`src/rtl/display_pkg.sv`:
```
// Shared types and constants for the 74HC595 hex display driver.
package display_pkg;

  typedef enum logic [1:0] {
    IDLE     = 2'd0,
    SHIFT_LO = 2'd1,
    SHIFT_HI = 2'd2,
    LATCH    = 2'd3
  } state_e;

  localparam logic [7:0] SEG_BLANK = 8'h00;

  // Active-high {g,f,e,d,c,b,a} codes, indexed by nibble value.
  localparam logic [6:0] SEG_LUT [16] = '{
    7'h3F, 7'h06, 7'h5B, 7'h4F, 7'h66, 7'h6D, 7'h7D, 7'h07,
    7'h7F, 7'h6F, 7'h77, 7'h7C, 7'h39, 7'h5E, 7'h79, 7'h71
  };

endpackage

```
`src/rtl/hex_display_595_hex_to_7seg.sv`:
```
// Combinational nibble to 7-segment code lookup.
module hex_to_7seg
  import display_pkg::*;
(
  input  logic [3:0] nibble,
  output logic [6:0] seg
);

  // Table lookup; every nibble value has an entry.
  always_comb begin
    seg = SEG_LUT[nibble];
  end

endmodule

```
`src/rtl/hex_display_595.sv`:
```
// Shows a 32-bit word as 8 hex digits through a chain of eight 74HC595s.
// Optional macro HEX_DISPLAY_BLANK_LEADING_ZEROS_EN blanks leading zero digits.
module hex_display_595
  import display_pkg::*;
#(
  parameter int CLK_DIV    = 4,
  parameter int NUM_DIGITS = 8
) (
  input  logic                    clk_i,
  input  logic                    rst_i,
  input  logic [4*NUM_DIGITS-1:0] data_i,
  input  logic [NUM_DIGITS-1:0]   dp_i,
  input  logic                    valid_i,
  output logic                    ready_o,
  output logic                    busy_o,
  output logic                    sr_clk_o,
  output logic                    sr_data_o,
  output logic                    sr_latch_o,
  output logic                    sr_oe_n_o
);

  localparam int FRAME_W = 8 * NUM_DIGITS;
  localparam int DIV_W   = $clog2(CLK_DIV + 1);
  localparam logic [DIV_W-1:0] DIV_LAST = DIV_W'(CLK_DIV - 1);
  localparam logic [DIV_W-1:0] DIV_ONE  = DIV_W'(1);
  localparam logic [5:0]       LAST_BIT = 6'(FRAME_W - 1);

  logic [6:0]            seg_s [NUM_DIGITS];
  logic [NUM_DIGITS-1:0] blank_s;
  logic [FRAME_W-1:0]    frame_s;
  logic                  accept_s;

  state_e             state_r,    state_next_s;
  logic [DIV_W-1:0]   div_cnt_r,  div_cnt_next_s;
  logic [5:0]         bit_cnt_r,  bit_cnt_next_s;
  logic [FRAME_W-1:0] shreg_r,    shreg_next_s;
  logic               sr_clk_r,   sr_clk_next_s;
  logic               sr_data_r,  sr_data_next_s;
  logic               latch_r,    latch_next_s;
  logic               oe_n_r,     oe_n_next_s;
  logic               ready_r,    ready_next_s;

  genvar g;
  generate
    for (g = 0; g < NUM_DIGITS; g++) begin : g_digit
      hex_to_7seg u_seg (
        .nibble (data_i[4*g +: 4]),
        .seg    (seg_s[g])
      );
    end
  endgenerate

`ifdef HEX_DISPLAY_BLANK_LEADING_ZEROS_EN
  logic nz_seen_s;

  // A digit is blank when it and every digit above it is zero; digit 0 always shows.
  always_comb begin
    nz_seen_s = 1'b0;
    blank_s   = '0;
    for (int k = NUM_DIGITS - 1; k > 0; k--) begin
      nz_seen_s  = nz_seen_s | (data_i[4*k +: 4] != 4'h0);
      blank_s[k] = ~nz_seen_s;
    end
  end
`else
  // Every digit shows its hex code.
  always_comb begin
    blank_s = '0;
  end
`endif

  // Assemble the 64-bit frame; the DP bit survives blanking.
  always_comb begin
    frame_s = '0;
    for (int k = 0; k < NUM_DIGITS; k++) begin
      if (blank_s[k]) begin
        frame_s[8*k +: 8] = {dp_i[k], SEG_BLANK[6:0]};
      end else begin
        frame_s[8*k +: 8] = {dp_i[k], seg_s[k]};
      end
    end
  end

  assign accept_s = valid_i & ready_r;

  // Next-state and next-output logic; outputs are registered from these.
  always_comb begin
    state_next_s   = state_r;
    div_cnt_next_s = div_cnt_r;
    bit_cnt_next_s = bit_cnt_r;
    shreg_next_s   = shreg_r;
    sr_clk_next_s  = sr_clk_r;
    sr_data_next_s = sr_data_r;
    latch_next_s   = latch_r;
    oe_n_next_s    = oe_n_r;
    ready_next_s   = ready_r;

    case (state_r)
      IDLE: begin
        div_cnt_next_s = '0;
        bit_cnt_next_s = 6'd0;
        sr_clk_next_s  = 1'b0;
        latch_next_s   = 1'b0;
        if (accept_s) begin
          state_next_s   = SHIFT_LO;
          shreg_next_s   = frame_s;
          sr_data_next_s = frame_s[FRAME_W-1];
          ready_next_s   = 1'b0;
        end else begin
          sr_data_next_s = 1'b0;
          ready_next_s   = 1'b1;
        end
      end

      SHIFT_LO: begin
        if (div_cnt_r == DIV_LAST) begin
          div_cnt_next_s = '0;
          state_next_s   = SHIFT_HI;
          sr_clk_next_s  = 1'b1;
        end else begin
          div_cnt_next_s = div_cnt_r + DIV_ONE;
        end
      end

      SHIFT_HI: begin
        if (div_cnt_r == DIV_LAST) begin
          div_cnt_next_s = '0;
          shreg_next_s   = {shreg_r[FRAME_W-2:0], 1'b0};
          bit_cnt_next_s = bit_cnt_r + 6'd1;
          sr_clk_next_s  = 1'b0;
          if (bit_cnt_r < LAST_BIT) begin
            state_next_s   = SHIFT_LO;
            sr_data_next_s = shreg_r[FRAME_W-2];
          end else begin
            state_next_s = LATCH;
            latch_next_s = 1'b1;
          end
        end else begin
          div_cnt_next_s = div_cnt_r + DIV_ONE;
        end
      end

      LATCH: begin
        if (div_cnt_r == DIV_LAST) begin
          div_cnt_next_s = '0;
          state_next_s   = IDLE;
          latch_next_s   = 1'b0;
          sr_data_next_s = 1'b0;
          oe_n_next_s    = 1'b0;
          ready_next_s   = 1'b1;
        end else begin
          div_cnt_next_s = div_cnt_r + DIV_ONE;
        end
      end

      default: begin
        state_next_s   = IDLE;
        div_cnt_next_s = '0;
        bit_cnt_next_s = 6'd0;
        sr_clk_next_s  = 1'b0;
        sr_data_next_s = 1'b0;
        latch_next_s   = 1'b0;
        ready_next_s   = 1'b1;
      end
    endcase
  end

  // State, counter and output registers with synchronous reset.
  always_ff @(posedge clk_i) begin
    if (rst_i) begin
      state_r   <= IDLE;
      div_cnt_r <= '0;
      bit_cnt_r <= 6'd0;
      shreg_r   <= '0;
      sr_clk_r  <= 1'b0;
      sr_data_r <= 1'b0;
      latch_r   <= 1'b0;
      oe_n_r    <= 1'b1;
      ready_r   <= 1'b1;
    end else begin
      state_r   <= state_next_s;
      div_cnt_r <= div_cnt_next_s;
      bit_cnt_r <= bit_cnt_next_s;
      shreg_r   <= shreg_next_s;
      sr_clk_r  <= sr_clk_next_s;
      sr_data_r <= sr_data_next_s;
      latch_r   <= latch_next_s;
      oe_n_r    <= oe_n_next_s;
      ready_r   <= ready_next_s;
    end
  end

  assign ready_o    = ready_r;
  assign busy_o     = ~ready_r;
  assign sr_clk_o   = sr_clk_r;
  assign sr_data_o  = sr_data_r;
  assign sr_latch_o = latch_r;
  assign sr_oe_n_o  = oe_n_r;

endmodule

```
`config.mk`:
```
export PLATFORM = sky130hd
export DESIGN_NAME = hex_display_595
export DESIGN_NICKNAME = d
export VERILOG_FILES = /design/src/rtl/display_pkg.sv /design/src/rtl/hex_display_595_hex_to_7seg.sv /design/src/rtl/hex_display_595.sv
export SDC_FILE = /design/constraint.sdc
export NUM_CORES = 1
export LEC_CHECK = 0
export CAP_MARGIN = 10
export CORE_ASPECT_RATIO = 0.8
export CORE_MARGIN = 2
export CORE_UTILIZATION = 54
export DETAILED_ROUTE_END_ITERATION = 16
export PLACE_DENSITY = 0.75
export SLEW_MARGIN = 0
export SYNTH_ARGS = -nofsm -noshare
export SYNTH_HDL_FRONTEND = slang
export SYNTH_HIERARCHICAL = 1
export SYNTH_SLANG_ARGS = --single-unit
```
`constraint.sdc`:
```
create_clock -name clk_i -period 1.8 [get_ports clk_i]
set_input_delay 0.36 -clock clk_i [delete_from_list [all_inputs] [get_ports clk_i]]
set_output_delay 0.36 -clock clk_i [all_outputs]
set_load 0.02 [all_outputs]
```
==> flow_summary_export.csv <==
group,metric,value,unit
run_status,status,"complete, no violations",
clocking,insertion_delay,0.34,ns
placed_design,place_area,7090,um2
yosys,syn_inst,644,
yosys,synth_edf_count,0,
clocking,htreeDepth,3,
setup_path,crit_type,"in2reg",
clocking,hold_buffers,0,
clocking,cts_tree,"yes",
clocking,clockBufferDepth,2,
routing,drc,0,
yosys,syn_area_per_cell,9.15,um2
pwr,pwr-share-seq,0.305,
timing,setup_ws,0.0487,ns
pwr,vdd_drop_max,0.000745,V
global_route,grt_pass1_vias,5016,
pwr,clock_power_share,0.196,
global_route,grt-busiest-layer,"met2",
layout,final_common_cell,"buf_4",
routing,ant_nets,0,
layout,stdcell_count,915,
timing,finalCriticalPeriod,1.75,ns
die,die-area,11800,um2
placed_design,io_buffers,48,
routing,vias,5160,
yosys,async_flop_share,0,
layout,area_growth,31.1,%
global_route,grt_use_met3,0.0505,
layout,final_layout_size_suffix_gt1_frac,0.248,
timing,finalClockSkew,0.00391,ns
layout,layout_common_cells,"buf_4 (99), nor2_1 (86), mux2i_1 (79)",
layout,diodes,0,
setup_path,worst-endpoint-arrival,1.96,ns
setup_path,cp-start-kind,"primary input",
yosys,syn_area,5890,um2
routing,wl,14400,um
pwr,p_int,6.10,mW
timing,post-route-period-util,0.973,
yosys,synth.distinct_cells,42,
placed_design,gp_congestion,0.902,
die,die_w,121,um
global_route,grt_pass1_wl,22900,um
clocking,clock_sinks,79,
setup_path,cp_data_required_time,2.01,ns
layout,nets,875,
timing,slew_headroom,0.699,
routing,drt_pre_antenna_iters,5,
timing,hold_viol_final,0,
setup_path,crit_fanout,4,
yosys,synthFlopType,"dfxtp_1",
global_route,grt_overflow_total,0,
placed_design,pre_cts_slack,-0.352,ns
routing,initialDrtViolationCount,367,
timing,worst_slew_pin_slew,0.446,ns
global_route,grt_use_met1,0.309,
timing,setup_viol,0,
timing,tns,0,ns
die,design.core.area,10800,um2
run,maxCapViolCount,0,
clocking,cts_buffers,9,
pwr,p_comb_frac,0.499,
global_route,use_met2,0.399,
die,fp.dieH,97.4,um
timing,rsz0062_at_grt,"false",
timing,drv_slew,0,
placed_design,hpwlAfterDp,9200,um
layout,final_util,0.718,
clocking,clk_pin_slew_worst_paths,0.06,ns
pwr,switchingPower,3.74,mW
yosys,synth_nets,753,
timing,max_freq,0.571,GHz
die,io_pins,49,
setup_path,cp-end-kind,"register",
layout,final_area,7720,um2
die,fp-row-count,34,
clocking,cts_root_buf,"clkbuf_16",
global_route,grt_max_degree,37,
global_route,antenna_found_initial,0,
yosys,seq_area_frac_synth,0.268,
yosys,ys_ff_latch,79,
layout,fill_cells,752,
pwr,p_leak,3.30,nW
pwr,p_per_area,1270,nW/um2
pwr,switching_share,0.380,
routing,viasPerCell,5.64,
global_route,grtUsageTotal,0.236,
die,initial_utilization,0.548,
routing,wire_per_inst,15.7,um
yosys,ys_warn_count,6,
hold_path,hp-class,"in2reg",
placed_design,place_inst,890,
## kinds of logic after synthesis
kind of cell,count (synthesis),synth area share
compound gates,129,0.164
xor+xnor,3,0.00446
fa+ha+maj,66,0.140
buf+inv,101,0.0807
flops,79,0.268
mux,112,0.225
simple gates,154,0.118
## through the flow
step | hold slack [ns] | power, mW
6_report | 0.270 | 9.84
3_5_place_dp | 0.431 | 6.88
4_1_cts | 0.269 | 9.37
5_1_grt | 0.288 | 10.4
2_1_floorplan | 0.407 | 5.82
3_3_place_gp | 0.416 | 6.66
## path summary, 6_finish.rpt
kind / start / end / slack (ns) / cells after the start
worst max-delay path: data_i[17] / shreg_r[35] / 0.05 / 6
worst min-delay path: rst_i / state_r[0] / 0.27 / 2
worst max register to register: state_r[0] / shreg_r[14] / 0.06 / 8
worst min register to register: div_cnt_r[0] / div_cnt_r[0] / 0.44 / 1
## cells in the mapped netlist (11+ instances only)
cell type   n  area share
a211oi_1   63       0.080
a21oi_1    16       0.014
a22oi_1    12       0.015
buf_2      29       0.025
clkbuf_1   11      0.0070
dfxtp_1    79        0.27
ha_1       66        0.14
inv_1      53       0.034
mux2_2     16       0.031
mux2i_1    79        0.13
nand2_1    17       0.011
nand2b_1   11       0.012
nor2_1     86       0.055
nor2b_1    14       0.015
nor3_1     13       0.011
## what timing repair did
item                       in CTS  in global routing
resized for setup               8                 40
buffers inserted                2                  2
setup endpoints to repair      49                 47
pin swaps                       0                  3
cloned                          3                  2
## state kept, by name, indices dropped and copies added (netlist names)
register,flops
sr_oe_n_o,1
bit_cnt_r,6
sr_clk_o,1
div_cnt_r,3
ready_o,1
shreg_r,63
sr_data_o,1
state_r,2
sr_latch_o,1
## worst max-delay path, stage by stage
cell and delay (ns):
clkdlybuf4s50_1 0.52, inv_2 0.07, ha_1 0.29, mux4_1 0.49
mux2i_1 0.14, a211oi_1 0.09
## layer usage
layer | part of all wire | up-vias
met4 | 0.011 | 0
met1 | 0.46 | 2481
met2 | 0.48 | 122
met5 | 0 | -
met3 | 0.046 | 18
li1 | - | 2539
## layout make-up
| class | count | area, um2 | share of cell area |
|---|---|---|---|
| multi-input cells | 464 | 3950 | 0.511 |
| flip-flops and latches | 79 | 1590 | 0.205 |
| repair buffers | 159 | 1500 | 0.194 |
| clock buffers | 10 | 229 | 0.0296 |
| inverters | 53 | 201 | 0.0261 |
| well taps | 144 | 180 | 0.0233 |
| clock inverters | 6 | 85.1 | 0.0110 |
## power groups by stage
stage / clock network [mW] / registers (mW) / logic [mW]
2_1_floorplan: 0 / 2.88 / 2.94
3_3_place_gp: 0 / 2.94 / 3.72
3_5_place_dp: 0 / 2.99 / 3.89
4_1_cts: 1.95 / 2.97 / 4.45
5_1_grt: 2.02 / 3.08 / 5.32
6_report: 1.93 / 3.00 / 4.91
(Power assumes the default switching activity.)
